--- src/rtl/obuf_drain_reader_pkg.sv ---
// Shared definitions for the output-buffer drain reader: FSM encodings and FIFO sizing.
package obuf_drain_reader_pkg;

   typedef logic [1:0] state_t;

   localparam state_t ST_IDLE  = 2'd0;
   localparam state_t ST_READ  = 2'd1;
   localparam state_t ST_DRAIN = 2'd2;
   localparam state_t ST_DONE  = 2'd3;

   // Pointer width of the skid FIFO; its occupancy counter is one bit wider.
   function automatic int fifo_ptr_w(input int depth);
      return (depth < 2) ? 1 : $clog2(depth);
   endfunction

endpackage

--- src/rtl/obuf_drain_reader_if.sv ---
// Command, output-buffer read port and downstream stream signals of the drain reader.
interface obuf_drain_reader_if #(
   parameter int MEM_ADDR_WIDTH = 11,
   parameter int MEM_DATA_WIDTH = 64,
   parameter int LEN_W          = 12
);
   logic                      start;
   logic [MEM_ADDR_WIDTH-1:0] base_addr;
   logic [LEN_W-1:0]          num_words;
   logic                      busy;
   logic                      done;
   logic                      mem_read_req;
   logic [MEM_ADDR_WIDTH-1:0] mem_read_addr;
   logic [MEM_DATA_WIDTH-1:0] mem_read_data;
   logic                      m_valid;
   logic [MEM_DATA_WIDTH-1:0] m_data;
   logic                      m_last;
   logic                      m_ready;

   modport slave (
      input  start, base_addr, num_words, mem_read_data, m_ready,
      output busy, done, mem_read_req, mem_read_addr, m_valid, m_data, m_last
   );

   modport master (
      output start, base_addr, num_words, mem_read_data, m_ready,
      input  busy, done, mem_read_req, mem_read_addr, m_valid, m_data, m_last
   );
endinterface

--- src/rtl/obuf_rd_fifo.sv ---
// Small synchronous show-ahead FIFO that absorbs unstallable output-buffer read data.
module obuf_rd_fifo
   import obuf_drain_reader_pkg::*;
#(
   parameter int WIDTH = 64,
   parameter int DEPTH = 4
) (
   input  logic                              clk,
   input  logic                              reset,
   input  logic                              i_push,
   input  logic [WIDTH-1:0]                  i_push_data,
   input  logic                              i_pop,
   output logic [WIDTH-1:0]                  o_head,
   output logic                              o_empty,
   output logic                              o_full,
   output logic [fifo_ptr_w(DEPTH):0]        o_count
);
   localparam int          PW       = fifo_ptr_w(DEPTH);
   localparam logic [PW:0] FULL_CNT = DEPTH[PW:0];

   logic [WIDTH-1:0] r_mem [DEPTH];
   logic [PW-1:0]    r_wr_ptr;
   logic [PW-1:0]    r_rd_ptr;
   logic [PW:0]      r_count;
   logic             w_do_pop;

   assign w_do_pop = i_pop && (r_count != '0);

   always_ff @(posedge clk) begin
      if (reset) begin
         r_wr_ptr <= '0;
         r_rd_ptr <= '0;
         r_count  <= '0;
      end else begin
         if (i_push)   r_wr_ptr <= r_wr_ptr + 1'b1;
         if (w_do_pop) r_rd_ptr <= r_rd_ptr + 1'b1;
         case ({i_push, w_do_pop})
            2'b10:   r_count <= r_count + 1'b1;
            2'b01:   r_count <= r_count - 1'b1;
            default: r_count <= r_count;
         endcase
      end
   end

   // Storage is not reset so it can map onto distributed RAM.
   always_ff @(posedge clk) begin
      if (i_push) r_mem[r_wr_ptr] <= i_push_data;
   end

   assign o_head  = r_mem[r_rd_ptr];
   assign o_empty = (r_count == '0);
   assign o_full  = (r_count == FULL_CNT);
   assign o_count = r_count;

endmodule

--- src/rtl/obuf_drain_reader.sv ---
// Streams a contiguous output-buffer range to the DRAM write path, credit-throttling reads into a skid FIFO.
module obuf_drain_reader
   import obuf_drain_reader_pkg::*;
#(
   parameter int MEM_ADDR_WIDTH = 11,
   parameter int MEM_DATA_WIDTH = 64,
   parameter int LEN_W          = 12,
   parameter int FIFO_DEPTH     = 4
) (
   input  logic               clk,
   input  logic               reset,
   obuf_drain_reader_if.slave bus
);
   localparam int               PW      = fifo_ptr_w(FIFO_DEPTH);
   localparam logic [PW:0]      CREDITS = FIFO_DEPTH[PW:0];
   localparam logic [LEN_W-1:0] LEN_ONE = LEN_W'(1);

   state_t                    r_state;
   logic [MEM_ADDR_WIDTH-1:0] r_addr;
   logic [LEN_W-1:0]          r_req_left;
   logic [LEN_W-1:0]          r_ack_left;
   logic                      r_inflight;

   logic                      w_issue;
   logic                      w_xfer;
   logic                      w_fifo_empty;
   logic                      w_fifo_full;
   logic [PW:0]               w_fifo_count;
   logic [MEM_DATA_WIDTH-1:0] w_fifo_head;

   // A read returns next cycle whether or not downstream is ready, so it needs a free slot now.
   assign w_issue = (r_state == ST_READ) && (r_req_left != '0)
                    && ((w_fifo_count + {{PW{1'b0}}, r_inflight}) < CREDITS);
   assign w_xfer  = !w_fifo_empty && bus.m_ready;

   always_ff @(posedge clk) begin
      if (reset) begin
         r_state    <= ST_IDLE;
         r_addr     <= '0;
         r_req_left <= '0;
         r_ack_left <= '0;
         r_inflight <= 1'b0;
      end else begin
         r_inflight <= w_issue;
         if (w_issue) begin
            r_addr     <= r_addr + 1'b1;
            r_req_left <= r_req_left - 1'b1;
         end
         if (w_xfer) r_ack_left <= r_ack_left - 1'b1;

         case (r_state)
            ST_IDLE: begin
               if (bus.start) begin
                  r_addr     <= bus.base_addr;
                  r_req_left <= bus.num_words;
                  r_ack_left <= bus.num_words;
                  r_state    <= (bus.num_words == '0) ? ST_DONE : ST_READ;
               end
            end
            ST_READ: begin
               if (w_issue && (r_req_left == LEN_ONE)) r_state <= ST_DRAIN;
            end
            ST_DRAIN: begin
               if (w_xfer && (r_ack_left == LEN_ONE)) r_state <= ST_DONE;
            end
            default: r_state <= ST_IDLE;
         endcase
      end
   end

   obuf_rd_fifo #(
      .WIDTH (MEM_DATA_WIDTH),
      .DEPTH (FIFO_DEPTH)
   ) u_fifo (
      .clk         (clk),
      .reset       (reset),
      .i_push      (r_inflight),
      .i_push_data (bus.mem_read_data),
      .i_pop       (w_xfer),
      .o_head      (w_fifo_head),
      .o_empty     (w_fifo_empty),
      .o_full      (w_fifo_full),
      .o_count     (w_fifo_count)
   );

   a_no_overflow: assert property (@(posedge clk) disable iff (reset)
      !(r_inflight && w_fifo_full && !w_xfer));

   assign bus.busy          = (r_state != ST_IDLE);
   assign bus.done          = (r_state == ST_DONE);
   assign bus.mem_read_req  = w_issue;
   assign bus.mem_read_addr = r_addr;
   assign bus.m_valid       = !w_fifo_empty;
   assign bus.m_data        = w_fifo_empty ? '0 : w_fifo_head;
   assign bus.m_last        = !w_fifo_empty && (r_ack_left == LEN_ONE);

endmodule
--- src/flat_wrapper.sv ---
// flat-port wrapper written by rule: the top's interface ports become plain ports
module obuf_drain_reader_flat import obuf_drain_reader_pkg::*;
#(
   parameter int MEM_ADDR_WIDTH = 11,
   parameter int MEM_DATA_WIDTH = 64,
   parameter int LEN_W          = 12,
   parameter int FIFO_DEPTH     = 4
)
  (clk, reset, bus_start, bus_base_addr, bus_num_words, bus_mem_read_data, bus_m_ready, bus_busy, bus_done, bus_mem_read_req, bus_mem_read_addr, bus_m_valid, bus_m_data, bus_m_last);
  obuf_drain_reader_if #(.MEM_ADDR_WIDTH(MEM_ADDR_WIDTH), .MEM_DATA_WIDTH(MEM_DATA_WIDTH), .LEN_W(LEN_W)) bus_i ();
  input  logic clk;
  input  logic reset;
  input wire logic [$bits(bus_i.start)-1:0] bus_start;
  input wire logic [$bits(bus_i.base_addr)-1:0] bus_base_addr;
  input wire logic [$bits(bus_i.num_words)-1:0] bus_num_words;
  input wire logic [$bits(bus_i.mem_read_data)-1:0] bus_mem_read_data;
  input wire logic [$bits(bus_i.m_ready)-1:0] bus_m_ready;
  output wire logic [$bits(bus_i.busy)-1:0] bus_busy;
  output wire logic [$bits(bus_i.done)-1:0] bus_done;
  output wire logic [$bits(bus_i.mem_read_req)-1:0] bus_mem_read_req;
  output wire logic [$bits(bus_i.mem_read_addr)-1:0] bus_mem_read_addr;
  output wire logic [$bits(bus_i.m_valid)-1:0] bus_m_valid;
  output wire logic [$bits(bus_i.m_data)-1:0] bus_m_data;
  output wire logic [$bits(bus_i.m_last)-1:0] bus_m_last;
  assign bus_i.start = bus_start;
  assign bus_i.base_addr = bus_base_addr;
  assign bus_i.num_words = bus_num_words;
  assign bus_i.mem_read_data = bus_mem_read_data;
  assign bus_i.m_ready = bus_m_ready;
  assign bus_busy = bus_i.busy;
  assign bus_done = bus_i.done;
  assign bus_mem_read_req = bus_i.mem_read_req;
  assign bus_mem_read_addr = bus_i.mem_read_addr;
  assign bus_m_valid = bus_i.m_valid;
  assign bus_m_data = bus_i.m_data;
  assign bus_m_last = bus_i.m_last;
  obuf_drain_reader #(.MEM_ADDR_WIDTH(MEM_ADDR_WIDTH), .MEM_DATA_WIDTH(MEM_DATA_WIDTH), .LEN_W(LEN_W), .FIFO_DEPTH(FIFO_DEPTH)) u_core (.clk(clk), .reset(reset), .bus(bus_i));
endmodule
--- config.mk ---
export PLATFORM = sky130hd
export DESIGN_NAME = obuf_drain_reader_flat
export DESIGN_NICKNAME = d
export VERILOG_FILES = /design/src/rtl/obuf_drain_reader_pkg.sv /design/src/rtl/obuf_drain_reader_if.sv /design/src/rtl/obuf_rd_fifo.sv /design/src/rtl/obuf_drain_reader.sv /design/src/flat_wrapper.sv
export SDC_FILE = /design/constraint.sdc
export NUM_CORES = 1
export LEC_CHECK = 0
export ABC_AREA = 1
export BUFFER_PORTS_ARGS = -buffer_cell sky130_fd_sc_hd__buf_2
export CAP_MARGIN = 20
export CORE_MARGIN = 8
export CORE_UTILIZATION = 52
export CTS_BUF_LIST = sky130_fd_sc_hd__clkbuf_8 sky130_fd_sc_hd__clkbuf_16
export CTS_CLUSTER_SIZE = 8
export DETAILED_ROUTE_END_ITERATION = 8
export PLACE_DENSITY = 0.7
export SETUP_SLACK_MARGIN = 0.2
export SLEW_MARGIN = 25
export SYNTH_ARGS = -nofsm -noshare
export SYNTH_HDL_FRONTEND = slang
export SYNTH_SLANG_ARGS = --single-unit
--- constraint.sdc ---
create_clock -name clk -period 3.1 [get_ports clk]
set_input_delay 0.31 -clock clk [delete_from_list [all_inputs] [get_ports clk]]
set_output_delay 0.31 -clock clk [all_outputs]
set_load 0.005 [all_outputs]
======== Word-level counts from Yosys, hierarchy flattened ========
Memories as Yosys holds them, arrays and structs flattened. A register that Yosys moved wholly into a read port is not among the register bits.
Cells that the tools add are included.
Widths: inputs -> output; s select.
operators by class
  equal/unequal tests ..................... 10
  multiplexer cells ....................... 20
  reduce and logical (&&, ||, !) cells .... 16
  add/subtract/negate cells ............... 8
  $lt $le $gt $ge ......................... 1
operators by type and width
  cell                   count
  $mux 12                6
  $mux 64                1
  $mux 11                3
  $eq 12x1->1 const B    2
  $sub 12x1->12 const B  2
  $logic_not 12->1       1
  $mux 2                 6
  $reduce_bool 12->1     1
  $add 11x1->11 const B  1
  $logic_and 1x1->1      7
  $eq 2x2->1 const B     3
  $pmux 2 s3             1
  $pmux 3 s2             1
  $add 2x1->2 const B    2
  $eq 2x1->1 const B     2
  $ne 2x2->1 const B     2
  $reduce_bool 2->1      2
  $add 3x1->3            1
  $add 3x1->3 const B    1
  $logic_not 3->1        1
  $lt 3x3->1 const B     1
  $reduce_and 3->1       1
  $reduce_bool 3->1      1
  $sub 3x1->3 const B    1
  4 further kinds        5
word-level totals
  input port bits ......................... 91
  word-level logic and storage cells ...... 64
  memories ................................ 1
  memory bits (writable) .................. 256
  output and inout bits ................... 80
  register bits after elaboration ......... 45
memory list
  name                 words  bits a word  read ports  clocked after Yosys merged registers in  write ports  RTL line            text
  u_core.u_fifo.r_mem  4      64           1           1                                        1            obuf_rd_fifo.sv:21  logic [WIDTH-1:0] r_mem [DEPTH];

======== Longest topological paths before layout ========
Gate-level depths: netlist (run 1).
  depth after elaboration ................. 6
  gate-level depth with buffers ........... 12
  gate-level depth less buffers ........... 12

======== Cells and area by module ========
A second synthesis (run 1) with hierarchy kept.
unflattened totals
  cell total of the unflattened synthesis .. 1243
  area, all modules ....................... 13097.6 um^2
modules (own cells, without submodules)
  module             cells an instance  instances  area an instance (um^2)
  obuf_rd_fifo       686                1          9969.6
  obuf_drain_reader  557                1          3128.0

======== Worst setup path before layout (run 1) ========
OpenSTA, ideal clock, no wires.
  path type ............................... flip-flop to flip-flop
  from .................................... register u_core.u_fifo.r_wr_ptr[0]
  to ...................................... memory u_core.u_fifo.r_mem[2][0] (enable)
  setup slack ............................. 0.835 ns
  period minus slack after synthesis ...... 2.265 ns
  path buffers ............................ 0
  arrival ................................. 1.847 ns
  cell stages (with the launch flop) ...... 5
  cell sequence ........................... dfxtp_1 -> inv_1 -> ha_1 -> nand2_1 -> inv_1
RTL lines
  item                      RTL line            text
  start: declaration        obuf_rd_fifo.sv:22  logic [PW-1:0] r_wr_ptr;
  start signal: assignment  obuf_rd_fifo.sv:35  if (i_push) r_wr_ptr <= r_wr_ptr + 1'b1;
  end: declaration          obuf_rd_fifo.sv:21
Straight into the memory's write port.

==> summary.md, run 1 <==
| Metric | Value |
|---|---|
| Setup Fix Bufs, Post-CTS | `0` |
| WP data arrival | `2260 ps` |
| Clock sink count | `303` |
| DP HPWL | `17400 µm` |
| Peak VDD IR | `0.000518 V` |
| Placed inst area | `14100 µm²` |
| Final setup viols | `0` |
| Area contributors post-synth | `edfxtp_1 (59%), nor2_1 (9.6%), dfxtp_1 (7.3%), o21ai_0 (5.7%), nand2_1 (3.4%)` |
| Outcome | `complete, no violations` |
| Hold Crit Class | `in2reg` |
| Slew headroom | `44.8%` |
| Placed cell count | `1702` |
| Per-cell routed wire length | `16.5 µm` |
| Clock Pin Slew Worst Setup and Hold Paths | `50 ps` |
| Final wirelength | `29900 µm` |
| ANT nets after route | `0` |
| Commonest cells in the netlist | `nor2_1 (333), edfxtp_1 (256), o21ai_0 (148), nand2_1 (117), inv_1 (95)` |
| Die height | `174 µm` |
| Wire length on met3 | `1750 µm` |
| CP Launch Type | `register` |
| Synthesized cell area | `13000 µm²` |
| Area Growth Syn to Fin | `21.6%` |
| IO Port Bufs | `170` |
| Initial antenna violation count | `2` |
| Drt first pass iters | `5` |
| Syn Nets | `1362` |
| RSZ-0062 raised after global routing | `false` |
| P per Cell Area | `822 nW/µm²` |
| Reg2Reg Depth | `9` |
| Top Metal Used | `met5` |
| Clk Latency, worst-skew pair | `520 ps` |
| Crit Reg-Reg Startpoint | `u_core.u_fifo.o_count[1]` |
| Worst Max-Slew Pin Slew | `829 ps` |
| Overall power | `0.0130 W` |
| Yosys top cell by area | `edfxtp_1` |
| GP Congestion | `0.870` |
| CTS buffer count | `43` |
| FILL cells | `1972` |
| Detailed-route via count | `9446` |
| Cell variety after synth | `33` |
| Share of layout cells above drive strength 1 | `17.4%` |
| CP required | `2790 ps` |
| Io pins | `171` |
| Main synth FF type | `edfxtp_1` |
| Core ar. | `24400 µm²` |
| Slew Limit Fails | `0` |
| Max clock buf depth | `3` |
| CTS tree | `done` |
| Avg Cell Area, Syn | `10.3 µm²` |
| Fin cells | `1812` |
| Die width | `174 µm` |
| Via density | `5.21` |
| Worst reg2reg path endpoint | `u_core.u_fifo.o_count[2]` |
| Overall routing resource usage | `19.5%` |
| Met2 Wirelength | `14600 µm` |
| Ant diodes | `0` |
| MaxCap Viol Count | `0` |
| Count leader, synth | `nor2_1` |
| Worst setup endpoint | `bus_m_data[38]` |
| Largest net degree at the start of global routing | `77` |
| Reg2reg setup slack | `1020 ps` |
| Number of synthesized flops with an enable pin | `256` |
| Final Hold Vio Count | `0` |
| Vias in the first global route | `9509` |
| Synth Instances | `1255` |
| Initial Utilization | `53.2%` |
| Row cnt | `57` |
| Setup TNS | `0 ps` |
| Max Fclk | `389 MHz` |
| Sequential share of the synthesized area | `66.6%` |
| Die Area | `30200 µm²` |
| Worst Path Max Fanout | `76` |
| DRT met1 WL | `12800 µm` |
| DRT iter0 DRCs | `707` |
| H-tree depth | `2` |
| Post-synth top area share | `59.3%` |
| DRC viols | `0` |
| Setup Skew | `17.2 ps` |
| Clock root buffer | `clkbuf_16` |
| Cell area after layout | `15800 µm²` |
| LEAKAGE | `6.42 nW` |
| Final period util | `82.9%` |
| Synth Register Bits | `303` |
| Global-route wire length before repair | `48500 µm` |
| Post-synth ARST share | `0%` |
| Post-layout min period | `2570 ps` |
| GRT overflow | `0` |
| WHS | `17.2 ps` |
| Ys Warns | `0` |
| Final nets | `1573` |
| Critical path class | `reg2out` |
| Crit path capture type | `output pin` |
==> power breakdown <==
group	switching, W	internal (W)	leakage (nW)
clock network	0.00161	0.00251	0.665
logic	0.00241	0.00128	3.06
registers	0.000271	0.00487	2.70
total	0.00429	0.00866	6.42
==> state kept, by name, indices dropped and copies added, names as in the netlist, named ones only <==
register / cells
u_core.u_fifo.r_mem: 256
u_core.r_ack_left: 12
u_core.r_req_left: 12
u_core.bus.mem_read_addr: 11
u_core.u_fifo.o_count: 3
u_core.r_state: 2
u_core.u_fifo.r_rd_ptr: 2
u_core.u_fifo.r_wr_ptr: 2
u_core.r_inflight: 1
==> metrics by stage <==
step           util [%]  setup slack, ps
2_1_floorplan         -              835
3_3_place_gp       57.9             1060
3_5_place_dp       57.9             1010
4_1_cts            64.6              501
5_1_grt            64.6              388
6_report           64.6              531
==> critical path, cell delays in order (launching register included) <==
cell and delay [ps]:
dfxtp_4 350, buf_4 630, nor2_1 120, nor2_1 100, o21ai_0 110, a21oi_1 250, buf_2 170
==> metal layers <==
metal	up-vias	GRT usage [%]
li1	4652	-
met1	4463	24.3
met2	275	33.6
met3	52	4.31
met4	4	5.95
met5	-	0
==> cell families after synthesis <==
group                      Yosys count  synth area share (%)
adders and majority gates           16                  1.60
AOI/OAI and AO/OA                  254                  10.1
DFF                                303                  66.6
and+or+nand+nor                    507                  15.7
buffers and inverters              161                  5.16
xor gates and xnor gates            14                 0.946
==> worst min-delay path by stage <==
| stage | from | to | slack (ps) | cells past startpoint |
|---|---|---|---|---|
| 5_1_grt | bus_mem_read_data[18] | u_core.u_fifo.r_mem[2][18] | 5 | 1 |
| 4_1_cts | bus_mem_read_data[34] | u_core.u_fifo.r_mem[0][34] | 0.07 | 1 |
| 3_5_place_dp | u_core.u_fifo.r_rd_ptr[1] | register | 460 | 2 |
| 6_report | bus_mem_read_data[48] | u_core.u_fifo.r_mem[1][48] | 20 | 1 |
| 3_3_place_gp | u_core.u_fifo.r_rd_ptr[1] | register | 450 | 2 |
| 2_1_floorplan | bus_mem_read_data[0] | u_core.u_fifo.r_mem[0][0] | 410 | 0 |
==> cell type report <==
cell class	count	area, µm²	area share [%]
Multi-Input combinational cell	791	3670	23.3
Inverter	98	373	2.37
Timing Repair Buffer	229	1480	9.37
Tap cell	324	405	2.57
Clock inverter	23	104	0.659
Clock buffer	44	1100	6.99
Sequential cell	303	8630	54.8
==> repair_timing <==
item | CTS | global route
hold buffers | 43 | 0
resized for setup | 0 | 0
hold endpoints to repair | 157 | 0
==> cell usage in the layout, fill, tap and decap left out, types with 5 or more instances in the layout <==
cell type        n
nand2_1        117
dfxtp_1         45
xor2_1           6
xnor2_1          8
o21ai_1         13
nand3_2          5
buf_12           6
clkbuf_16       44
dlygate4sd3_1   43
o21ai_0        148
a21oi_1         87
buf_4           10
buf_2          170
nor3_1           6
inv_1          111
nand3_1         31
nor2_1         333
ha_1            15
nand4_1          6
inv_2            7
edfxtp_1       256
No activity file was read; power rests on OpenSTA's default activity.
==> run 2, diff against run 1 <==
==> constraint.sdc (replaced) <==
create_clock -name clk -period 2.6 [get_ports clk]
set_input_delay 0.26 -clock clk [delete_from_list [all_inputs] [get_ports clk]]
set_output_delay 0.26 -clock clk [all_outputs]
set_load 0.005 [all_outputs]
==> summary.md, run 2 (synthesis gave the netlist of run 1 again) <==
| Metric | Value |
|---|---|
| RSZ-0062 raised after global routing | `false` |
| Via density | `5.20 (-0.26%)` |
| Biggest register | `u_core.u_fifo.r_mem` |
| GP Congestion | `0.848 (-2.5%)` |
| Final wirelength | `30100 µm (+0.73%)` |
| CTS tree | `done` |
| Area Growth Syn to Fin | `23.8%` |
| Drt first pass iters | `7 (+2)` |
| Hold Crit Class | `in2reg` |
| Clock sink count | `303 (unchanged)` |
| Slew headroom | `63.2% (+18 points)` |
| WP data arrival | `1970 ps (-290 ps)` |
| Detailed-route via count | `9546 (+1.1%)` |
| Most frequent cells in the layout | `nor2_1 (333), edfxtp_1 (256), buf_2 (170)` |
| CTS buffer count | `43 (unchanged)` |
| Ant diodes | `0 (unchanged)` |
| Final core occ | `65.8% (+1.2 points)` |
| Final nets | `1596 (+1.5%)` |
| LEAKAGE | `6.54 nW (+1.9%)` |
| FILL cells | `1868 (-5.3%)` |
| Share of layout cells above drive strength 1 | `17.2% (-0.21 points)` |
| DRC viols | `0 (unchanged)` |
| DRT iter0 DRCs | `729 (+3.1%)` |
| Critical path class | `reg2out` |
| Overall routing resource usage | `19.4% (-0.18 points)` |
| Vias in the first global route | `9544 (+0.37%)` |
| Die Area | `30200 µm² (unchanged)` |
| Peak VDD IR | `0.000674 V (+30%)` |
| Final setup viols | `0 (unchanged)` |
| Number of flip-flops in the largest register | `256 (unchanged)` |
| Setup Fix Bufs, Post-CTS | `0 (unchanged)` |
| Fin cells | `1836 (+1.3%)` |
| ANT nets after route | `0 (unchanged)` |
| Crit path capture type | `output pin` |
| Leading cell type in the layout, fill and taps excluded | `nor2_1` |
| MaxCap Viol Count | `0 (unchanged)` |
| P per Cell Area | `962 nW/µm² (+17%)` |
| Row cnt | `57 (unchanged)` |
| Io pins | `171 (unchanged)` |
| Per-cell routed wire length | `16.4 µm (-0.59%)` |
| Final period util | `85.8%` |
| CP Cell Sequence | `inv_1, nand2_1, inv_2, buf_12, nor4_2, buf_2` |
| Clock Pin Slew Worst Setup and Hold Paths | `50 ps (about the same)` |
| H-tree depth | `2 (unchanged)` |
| Max clock buf depth | `3 (unchanged)` |
| Largest net degree at the start of global routing | `129 (+68%)` |
| Initial Utilization | `53.2% (unchanged)` |
| Global-route wire length before repair | `48300 µm (-0.40%)` |
| Placed cell count | `1703 (+0.059%)` |
| Slew Limit Fails | `0 (unchanged)` |
| CP peak stage delay | `400 ps (-230 ps)` |
| Worst path slowest cell | `nor4_2` |
| IO Port Bufs | `170 (unchanged)` |
| DP HPWL | `17400 µm (-0.20%)` |
| Worst Max-Slew Pin Slew | `552 ps (-277 ps)` |
| Clock root buffer | `clkbuf_16` |
| Outcome | `complete, no violations` |
| Setup TNS | `0 ps (unchanged)` |
| Die height | `174 µm (unchanged)` |
| Worst Path Max Fanout | `65 (-14%)` |
| Die width | `174 µm (unchanged)` |
| Post-layout min period | `2230 ps` |
| Max Fclk | `448 MHz` |
| Final Hold Vio Count | `0 (unchanged)` |
| Clk Latency, worst-skew pair | `510 ps (about the same)` |
| GRT overflow | `0 (unchanged)` |
| Initial antenna violation count | `0 (-2)` |
| Core ar. | `24400 µm² (unchanged)` |
| CP required | `2340 ps (-450 ps)` |
| Overall power | `0.0154 W (+19%)` |
| Pre-CTS setup slack | `703 ps (-312 ps)` |
| Biggest registers after layout | `u_core.u_fifo.r_mem x256, u_core.r_ack_left x12, u_core.r_req_left x12` |
| Setup Skew | `10.2 ps (-6.95 ps)` |
| Worst setup margin | `368 ps (-163 ps)` |
| CP Launch Type | `register` |
-- run 2: cell type report --
class,count,area (µm²),area share (%)
clock buffer,43,1080,6.71
clock inverter,25,98.8,0.616
inverter,98,375,2.34
multi-input combinational,791,3670,22.9
sequential,303,8630,53.8
tap,324,405,2.53
timing repair buffer,252,1780,11.1
-- run 2: worst paths after layout --
path / from / end / slack (ps) / depth (start not counted)
max: u_core.u_fifo.o_count[2] / bus_m_last / 370 / 6
min: bus_base_addr[5] / u_core.bus.mem_read_addr[5] / 50 / 5
max reg2reg: u_core.u_fifo.o_count[2] / u_core.u_fifo.o_count[2] / 680 / 10
min reg2reg: u_core.u_fifo.r_rd_ptr[1] / register / 470 / 2
-- run 2: repair_timing --
| item | CTS | global route |
|---|---|---|
| gates resized for setup | 0 | 5 |
| hold buffers | 64 | 0 |
| hold endpoints to repair | 256 | 0 |
| endpoints found under the setup margin | 0 | 22 |
-- run 2: per-stage QoR --
stage               hold WS (ps)  instance area (µm²)
detailed placement           455                14200
global route                65.0                16000
finish                      45.1                16000
global placement             449                14200
floorplan                    359                13000
CTS                         28.6                16000
-- run 2: worst max-delay path: cells and delay by family (launching register included) --
| family | cells | cell delay [ps] |
|---|---|---|
| buffers and inverters | 4 | 520 |
| flip-flops | 1 | 340 |
| AND/OR/NAND/NOR | 2 | 530 |
-- run 2: power breakdown --
group | internal, W | leakage, nW | total [W] | switching [W]
registers | 0.00580 | 2.70 | 0.00614 | 0.000334
clock network | 0.00293 | 0.662 | 0.00479 | 0.00186
logic | 0.00163 | 3.18 | 0.00451 | 0.00288
total | 0.0104 | 6.54 | 0.0154 | 0.00508
-- run 2: metal layers --
| metal | vias to the layer above | share of wire (%) | track usage, % |
|---|---|---|---|
| met5 | - | 0 | 0 |
| met4 | 0 | 1.8 | 5.74 |
| met3 | 41 | 6.4 | 4.01 |
| met2 | 326 | 48 | 33.3 |
| met1 | 4479 | 44 | 24.3 |
| li1 | 4700 | - | - |
